--- src/rtl/trigger_detect_if.sv ---
// Bus between the logic-analyzer control path and trigger_detect. The i_rise/i_fall
// edge selects exist only when TRIGGER_EDGE_EN is defined.
interface trigger_detect_if #(
    parameter int DATA_WIDTH  = 8,
    parameter int COUNT_WIDTH = 8
);
    logic [DATA_WIDTH-1:0]  i_data;
    logic [DATA_WIDTH-1:0]  i_value;
    logic [DATA_WIDTH-1:0]  i_mask;
`ifdef TRIGGER_EDGE_EN
    logic [DATA_WIDTH-1:0]  i_rise;
    logic [DATA_WIDTH-1:0]  i_fall;
`endif
    logic [COUNT_WIDTH-1:0] i_count;
    logic                   i_arm;
    logic                   o_match;
    logic                   o_trigger;
    logic [COUNT_WIDTH-1:0] o_occurrences;

    modport master (
        output i_data, i_value, i_mask,
`ifdef TRIGGER_EDGE_EN
        output i_rise, i_fall,
`endif
        output i_count, i_arm,
        input  o_match, o_trigger, o_occurrences
    );

    modport slave (
        input  i_data, i_value, i_mask,
`ifdef TRIGGER_EDGE_EN
        input  i_rise, i_fall,
`endif
        input  i_count, i_arm,
        output o_match, o_trigger, o_occurrences
    );
endinterface

--- src/rtl/trigger_detect.sv ---
// Logic-analyzer trigger: masked pattern match, occurrence counting while armed, sticky trigger.
// Define TRIGGER_EDGE_EN to add per-bit rising/falling edge qualifiers (i_rise/i_fall).
module trigger_detect #(
    parameter int DATA_WIDTH  = 8,
    parameter int COUNT_WIDTH = 8
) (
    input  logic             clk,
    input  logic             reset,
    trigger_detect_if.slave  bus
);

    typedef enum logic [1:0] {IDLE, ARMED, FIRED} state_t;

    state_t                 state_q;
    logic [DATA_WIDTH-1:0]  data_q;
`ifdef TRIGGER_EDGE_EN
    logic [DATA_WIDTH-1:0]  prev_q;
    logic [DATA_WIDTH-1:0]  edgeSel;
    logic [DATA_WIDTH-1:0]  edgeQual;
`endif
    logic                   match_q;
    logic                   trigger_q;
    logic                   hist_q;
    logic [COUNT_WIDTH-1:0] occ_q;

    logic                   edgeOk;
    logic                   match_d;
    logic                   event_d;
    logic [COUNT_WIDTH-1:0] occInc_d;
    logic [COUNT_WIDTH-1:0] threshold;

    // With no edge selected the qualifier is transparent; otherwise any selected edge qualifies.
    always_comb begin
`ifdef TRIGGER_EDGE_EN
        edgeSel  = bus.i_rise | bus.i_fall;
        edgeQual = (bus.i_rise & ~prev_q & data_q) | (bus.i_fall & prev_q & ~data_q);
        edgeOk   = (edgeSel == '0) || (|edgeQual);
`else
        edgeOk   = 1'b1;
`endif
    end

    always_comb begin
        match_d   = (((data_q ^ bus.i_value) & bus.i_mask) == '0) && edgeOk;
        event_d   = match_d & ~hist_q;
        occInc_d  = (occ_q == '1) ? occ_q : occ_q + 1'b1;
        threshold = (bus.i_count == '0) ? {{(COUNT_WIDTH-1){1'b0}}, 1'b1} : bus.i_count;
    end

    // hist_q stays clear outside ARMED so a match already present at arming counts once.
    always_ff @(posedge clk or negedge reset) begin
        if (!reset) begin
            state_q   <= IDLE;
            data_q    <= '0;
`ifdef TRIGGER_EDGE_EN
            prev_q    <= '0;
`endif
            match_q   <= 1'b0;
            trigger_q <= 1'b0;
            hist_q    <= 1'b0;
            occ_q     <= '0;
        end else begin
            data_q  <= bus.i_data;
`ifdef TRIGGER_EDGE_EN
            prev_q  <= data_q;
`endif
            match_q <= match_d;
            hist_q  <= 1'b0;
            case (state_q)
                IDLE: begin
                    trigger_q <= 1'b0;
                    occ_q     <= '0;
                    if (bus.i_arm) begin
                        state_q <= ARMED;
                    end
                end
                ARMED: begin
                    if (!bus.i_arm) begin
                        state_q   <= IDLE;
                        trigger_q <= 1'b0;
                        occ_q     <= '0;
                    end else begin
                        hist_q <= match_d;
                        if (event_d) begin
                            occ_q <= occInc_d;
                            if (occInc_d >= threshold) begin
                                state_q   <= FIRED;
                                trigger_q <= 1'b1;
                            end
                        end
                    end
                end
                FIRED: begin
                    trigger_q <= 1'b1;
                    if (!bus.i_arm) begin
                        state_q   <= IDLE;
                        trigger_q <= 1'b0;
                        occ_q     <= '0;
                    end
                end
                default: begin
                    state_q   <= IDLE;
                    trigger_q <= 1'b0;
                    occ_q     <= '0;
                end
            endcase
        end
    end

    assign bus.o_match       = match_q;
    assign bus.o_trigger     = trigger_q;
    assign bus.o_occurrences = occ_q;

endmodule
--- src/flat_wrapper.sv ---
// flat-port wrapper written by rule: the top's interface ports become plain ports
module trigger_detect_flat 
#(
    parameter int DATA_WIDTH  = 8,
    parameter int COUNT_WIDTH = 8
)
  (clk, reset, bus_i_data, bus_i_value, bus_i_mask, bus_i_count, bus_i_arm, bus_o_match, bus_o_trigger, bus_o_occurrences);
  trigger_detect_if #(.DATA_WIDTH(DATA_WIDTH), .COUNT_WIDTH(COUNT_WIDTH)) bus_i ();
  input  logic clk;
  input  logic reset;
  input wire logic [$bits(bus_i.i_data)-1:0] bus_i_data;
  input wire logic [$bits(bus_i.i_value)-1:0] bus_i_value;
  input wire logic [$bits(bus_i.i_mask)-1:0] bus_i_mask;
  input wire logic [$bits(bus_i.i_count)-1:0] bus_i_count;
  input wire logic [$bits(bus_i.i_arm)-1:0] bus_i_arm;
  output wire logic [$bits(bus_i.o_match)-1:0] bus_o_match;
  output wire logic [$bits(bus_i.o_trigger)-1:0] bus_o_trigger;
  output wire logic [$bits(bus_i.o_occurrences)-1:0] bus_o_occurrences;
  assign bus_i.i_data = bus_i_data;
  assign bus_i.i_value = bus_i_value;
  assign bus_i.i_mask = bus_i_mask;
  assign bus_i.i_count = bus_i_count;
  assign bus_i.i_arm = bus_i_arm;
  assign bus_o_match = bus_i.o_match;
  assign bus_o_trigger = bus_i.o_trigger;
  assign bus_o_occurrences = bus_i.o_occurrences;
  trigger_detect #(.DATA_WIDTH(DATA_WIDTH), .COUNT_WIDTH(COUNT_WIDTH)) u_core (.clk(clk), .reset(reset), .bus(bus_i));
endmodule
--- config.mk ---
export PLATFORM = sky130hd
export DESIGN_NAME = trigger_detect_flat
export DESIGN_NICKNAME = d
export VERILOG_FILES = /design/src/rtl/trigger_detect_if.sv /design/src/rtl/trigger_detect.sv /design/src/flat_wrapper.sv
export SDC_FILE = /design/constraint.sdc
export NUM_CORES = 1
export LEC_CHECK = 0
export ABC_AREA = 1
export BUFFER_PORTS_ARGS = -buffer_cell sky130_fd_sc_hd__buf_2
export CAP_MARGIN = 20
export CELL_PAD_IN_SITES_DETAIL_PLACEMENT = 2
export CELL_PAD_IN_SITES_GLOBAL_PLACEMENT = 2
export CORE_MARGIN = 2
export CORE_UTILIZATION = 30
export DETAILED_ROUTE_END_ITERATION = 8
export HOLD_SLACK_MARGIN = 0.1
export PLACE_DENSITY_LB_ADDON = 0.1
export RECOVER_POWER = 50
export SYNTH_ARGS = -nofsm -noshare
export SYNTH_HDL_FRONTEND = slang
export SYNTH_SLANG_ARGS = --single-unit
--- constraint.sdc ---
create_clock -name clk -period 4.5 [get_ports clk]
set_clock_uncertainty 0.15 [all_clocks]
set_input_delay 0.45 -clock clk [delete_from_list [all_inputs] [get_ports clk]]
set_output_delay 0.45 -clock clk [all_outputs]
set_load 0.05 [all_outputs]
-- Word level (Yosys, flattened, before mapping)
Cells that the tools add are included.
- $add $sub $neg: 1
- $lt $le $gt $ge: 1
- eq/ne operators: 7
- multiplexer cells: 19
- bitwise gates (word level): 4
- reductions and logical operators: 6
- operators by type and width (operator ; count):
    2-to-1 mux 8 bit ; 5
    zero test 8 bit ; 2
    one-hot mux 8 bit (2 select lines) ; 1
    2-to-1 mux 2 bit ; 5
    adder 8 x 1 -> 8 bit, second input constant ; 1
    bitwise AND 8 bit ; 1
    equality test 8 bit, second input constant ; 1
    >= comparator 8 bit ; 1
    XOR 8 bit ; 1
    2-to-1 mux 1 bit ; 6
    inequality test 3 x 2 -> 1 bit, second input constant ; 2
    one-hot mux 2 bit (3 select lines) ; 1
    inequality test 2 bit, second input constant ; 2
    AND reduction 2 bit ; 2
    AND reduction 4 bit ; 1
    equality test 2 x 1 -> 1 bit, second input constant ; 1
    equality test 2 bit, second input constant ; 1
    zero test 2 bit ; 1
    one-hot mux 1 bit (2 select lines) ; 1
    bitwise AND 1 bit ; 1
    NOT 1 bit ; 1
- register bits: 21
- input bits: 35
- output and inout port bits: 10
- logic and storage cells: 44

-- Logic depth before layout (Yosys ltp)
- depth in word-level cells: 7
- gate-level depth with buffers: 17
- gate-level depth less buffers: 17

-- Least setup slack after synthesis
Ideal clock, no wire load.
- path type: register to register
- start point: register u_core.occ_q[1] (netlist: u_core.bus.o_occurrences[1])
- end point: register u_core.state_q[0]
- library setup time: 0.117 ns
- arrival time: 2.497 ns
- setup slack: 1.736 ns
- stages on the path, launching flop included: 17
- buffers on the path: 0
- period minus slack after synthesis: 2.764 ns
- cell sequence: dfrtp_1 ha_1 nand2_1 nor2_8 nand3_1 o21ai_0 inv_1 ha_1 nand2_1 inv_1 nand2_1 nor2_1 nor2_1 a21oi_1 nand3_1 nand2_1 nand2_1
- longest elaborated chain between the ends: 5
- elaborated cells between the ends (all ways): 6
- those cells by class: 1 x add/sub; 1 x order compare; 2 x eq/ne; 1 x mux; 1 x reduce/logical
- ends and longest elaborated chain (what ; RTL line ; RTL):
    from (decl) ; trigger_detect.sv:24 ; logic [COUNT_WIDTH-1:0] occ_q;
    from (signal assigned) ; trigger_detect.sv:85 ; occ_q <= occInc_d;
    adder 8 x 1 -> 8 bit or equality test 8 bit (tied branches) ; trigger_detect.sv:46 ; occInc_d = (occ_q == '1) ? occ_q : occ_q + 1'b1;
    2-to-1 mux 8 bit * ; trigger_detect.sv:46 ;
    >= comparator 8 bit * ; trigger_detect.sv:86 ; if (occInc_d >= threshold) begin
    inequality test 3 x 2 -> 1 bit (no source line) * ; - ;
    AND reduction 4 bit (no source line) * ; - ;
    to (signal assigned) ; trigger_detect.sv:53 ; state_q <= IDLE;
    to (signal assigned) ; trigger_detect.sv:87 ; state_q <= FIRED;
    to (signal assigned) ; trigger_detect.sv:96 ; state_q <= IDLE;
    to (decl) ; trigger_detect.sv:14 ; state_t state_q;
Mark *: on every way between the ends. The rest lies on a longest branch, timed or not.
A chain may end at the register's enable or synchronous reset.

-- Final worst setup path
- start point: register u_core.occ_q[0] (netlist: u_core.bus.o_occurrences[0])
- end point: register u_core.state_q[1]
Same word-level chain as after synthesis.

==> flow_summary.json <==
{
  "async_reset_ff_share_pct": 100,
  "cts_max_path_buffers": 2,
  "cts_root_buffer": "clkbuf_8",
  "critical_path_required_ns": 4.51,
  "num_antenna_cells": 0,
  "grt_pass1_vias": 1441,
  "r2r_cells": 17,
  "die_width_um": 74.0,
  "grt_use_total_pct": 15.4,
  "rsz0062_at_grt": "false",
  "synth-seq-area-share_pct": 35.7,
  "syn_inst": 197,
  "synth_edf_count": 0,
  "worstSetupStartpointType": "register",
  "area_growth_pct": 23.4,
  "gp_congestion": 0.646,
  "max_freq_mhz": 374,
  "min-delay-start": "bus_i_data[3]",
  "layout-drive-gt1-share_pct": 26.5,
  "portBuffers": 44,
  "start_util_pct": 31.2,
  "num_io_pins": 45,
  "setup_viol": 0,
  "layout.nets": 293,
  "cts_buffers": 3,
  "comb_power_share_pct": 39.4,
  "slowest_stage": "dfrtp_1",
  "tns_ns": 0,
  "fin_crit_sh_pct": 59.5,
  "power_frac_seq_pct": 38.8,
  "criticalPathCategory": "reg2reg",
  "total_power_uw": 579,
  "cts_resized": 0,
  "cp_num_buf_inv": 2,
  "fin_crit_ns": 2.68,
  "hold_path_end": "u_core.data_q[3]",
  "ys_ff_latch": 21,
  "antenna_found_initial": 0,
  "vias_per_cell": 4.46,
  "grt_max_degree": 22,
  "maxSlewViolCount": 0,
  "path_cells": "ha_1 > nand2_1 > nor2_8 > nand3_1 > nand2_1 > o21ai_0 > inv_1 > ha_1 > nand2_1 > inv_1 > nand2_1 > nor2_1 > nor2_1 > a21oi_1 > nand3_1 > nand2_1 > nand2_1",
  "status": "finished clean",
  "cpLargestDelayFamily": "simple AND/OR/NAND/NOR gates",
  "internal_power_uw": 345,
  "cts-htree-levels": 1,
  "netSwitchingPower_uw": 234,
  "path_common_cell": "nand2_1",
  "path_clk_slew_ns": 0.08,
  "p_per_area_nw_per_um2": 319,
  "dp_hpwl_um": 3130,
  "ant_nets": 0,
  "swShare_pct": 40.4,
  "clock_latency_ns": 0.26,
  "synth_fp_nets": 244,
  "power_leakage_nw": 1.10,
  "die_area_um2": 5480,
  "r2r-end": "u_core.state_q[1]",
  "crit_path_max_fanout": 5,
  "r2r_start": "u_core.bus.o_occurrences[0]",
  "hold_class": "in2reg",
  "avgSynthCellArea_um2": 7.47,
  "grt-ovfl-total": 0,
  "maxSlewHeadroom_pct": 21.2,
  "wl_per_cell_um": 12.0,
  "synthFlopType": "dfrtp_1",
  "drt_iter0_drc": 38,
  "vias": 1390,
  "ir_worst_vdd_mv": 0.112,
  "clockPowerShare_pct": 21.8,
  "drc": 0,
  "hold_depth": 1,
  "n_fill_cell": 581,
  "cpPeakStageDelay_ns": 0.42,
  "tightest_slew_ns": 1.18,
  "clock_sinks": 21,
  "rows": 25,
  "yosysWarnings": 0,
  "grt_pass1_wl_um": 6540,
  "drt_wl_total_um": 3730,
  "cts_tree": "yes",
  "drv_cap": 0,
  "finalHoldViolCount": 0,
  "cp.arrival_ns": 2.68,
  "yosys.cell_types.count": 25,
  "die_h_um": 74.0,
  "rrSetupSlack_ns": 1.82,
  "cp.depth": 17,
  "cp-end-kind": "register",
  "postCtsSetupRepairBufs": 0,
  "syn_area_um2": 1470,
  "dr.pass1.iters": 4,
  "coreArea_um2": 4720
}
registers in the layout, indices dropped and copies added, names as in the netlist:
name and cells:
u_core.bus.o_match 1, u_core.bus.o_occurrences 8, u_core.bus.o_trigger 1, u_core.state_q 2, u_core.hist_q 1, u_core.data_q 8
final cells by class:
| class | count | area (µm²) | area share [%] |
|---|---|---|---|
| Clock buffer | 4 | 45.0 | 2.48 |
| Timing Repair Buffer | 45 | 229 | 12.6 |
| Inverter | 43 | 164 | 9.03 |
| Tap cell | 67 | 83.8 | 4.62 |
| Multi-Input combinational cell | 132 | 768 | 42.3 |
| Sequential cell | 21 | 526 | 28.9 |
metal layers:
layer	track usage, %	part of all wire [%]
met2	28.0	50
met4	4.85	1.4
met3	0.949	3.5
met5	0	0
met1	19.6	45
power groups by stage:
stage	Combinational, mW	Clock (mW)	Sequential (mW)
global placement	0.230	0	0.228
floorplan	0.134	0	0.263
detailed placement	0.234	0	0.229
global route	0.267	0.139	0.228
finish	0.228	0.126	0.225
CTS	0.236	0.132	0.225
how the worst max path moves through the flow:
stage	to	startpoint	slack (ns)
2_1_floorplan	u_core.state_q[0]	u_core.bus.o_occurrences[1]	1.74
3_3_place_gp	u_core.state_q[1]	u_core.bus.o_occurrences[1]	1.93
3_5_place_dp	u_core.state_q[1]	u_core.bus.o_occurrences[0]	1.82
4_1_cts	u_core.state_q[1]	u_core.bus.o_occurrences[0]	1.78
5_1_grt	u_core.state_q[0]	u_core.bus.o_occurrences[0]	1.46
6_report	u_core.state_q[1]	u_core.bus.o_occurrences[0]	1.82
stage by stage:
step                      instance area [µm²]  cells  hold WS [ns]  setup WS (ns)  utilization, %
final                                    1820    312         0.140           1.82            38.4
after global routing                     1820    312         0.127           1.46            38.4
after CTS                                1820    312         0.133           1.78            38.5
after detailed placement                 1760    307         0.307           1.82            37.4
after global placement                   1760    307         0.300           1.93            37.4
after floorplan                          1470    197       0.00441           1.74               -
cell families (layout without fill, tap and decap cells):
logic type      count (synthesis)  after routing  synth area share (%)
fa+ha+maj                      12             12                  10.2
flops                          21             21                  35.7
compound gates                 19             19                  9.27
buf+inv                        44             92                  11.9
xor+xnor                        3              3                  1.79
simple gates                   98             98                  31.1
worst register-to-register path, cell delays in order, from the launching register on:
cell and delay (ns):
dfrtp_1 0.42, ha_1 0.24, nand2_1 0.17, nor2_8 0.06, nand3_1 0.08, nand2_1 0.06
o21ai_0 0.16, inv_1 0.08, ha_1 0.30, nand2_1 0.07, inv_1 0.07, nand2_1 0.05
nor2_1 0.10, nor2_1 0.08, a21oi_1 0.24, nand3_1 0.14, nand2_1 0.08, nand2_1 0.05
synthesized netlist by cell type (2+ instances only):
cell type	number	area (µm²)
nand3_2	2	20.0
o21ai_2	8	70.1
nand4_1	2	12.5
nand2_1	66	248
dfrtp_1	21	526
a21oi_1	2	10.0
o21ai_0	4	20.0
nor2_1	8	30.0
inv_1	40	150
ha_1	12	150
o21ai_1	2	10.0
inv_2	2	7.51
xor2_1	2	17.5
nand2_4	2	22.5
nor2_2	2	12.5
nand3_1	13	65.1
cells in the final DEF (no fill, tap or decap), drive strengths merged, types with 2 or more instances in the layout:
cell / instances
o21ai: 14
xor2: 2
inv: 43
nand2: 68
clkbuf: 5
nor2: 11
dfrtp: 21
a21oi: 2
buf: 43
nand3: 15
nand4: 3
ha: 12
timing repair:
action                                 CTS  global route
setup endpoints to repair                0             0
hold buffers                             1             0
endpoints found under the hold margin   21             0
Note: power is estimated with default switching activity, not from simulation.
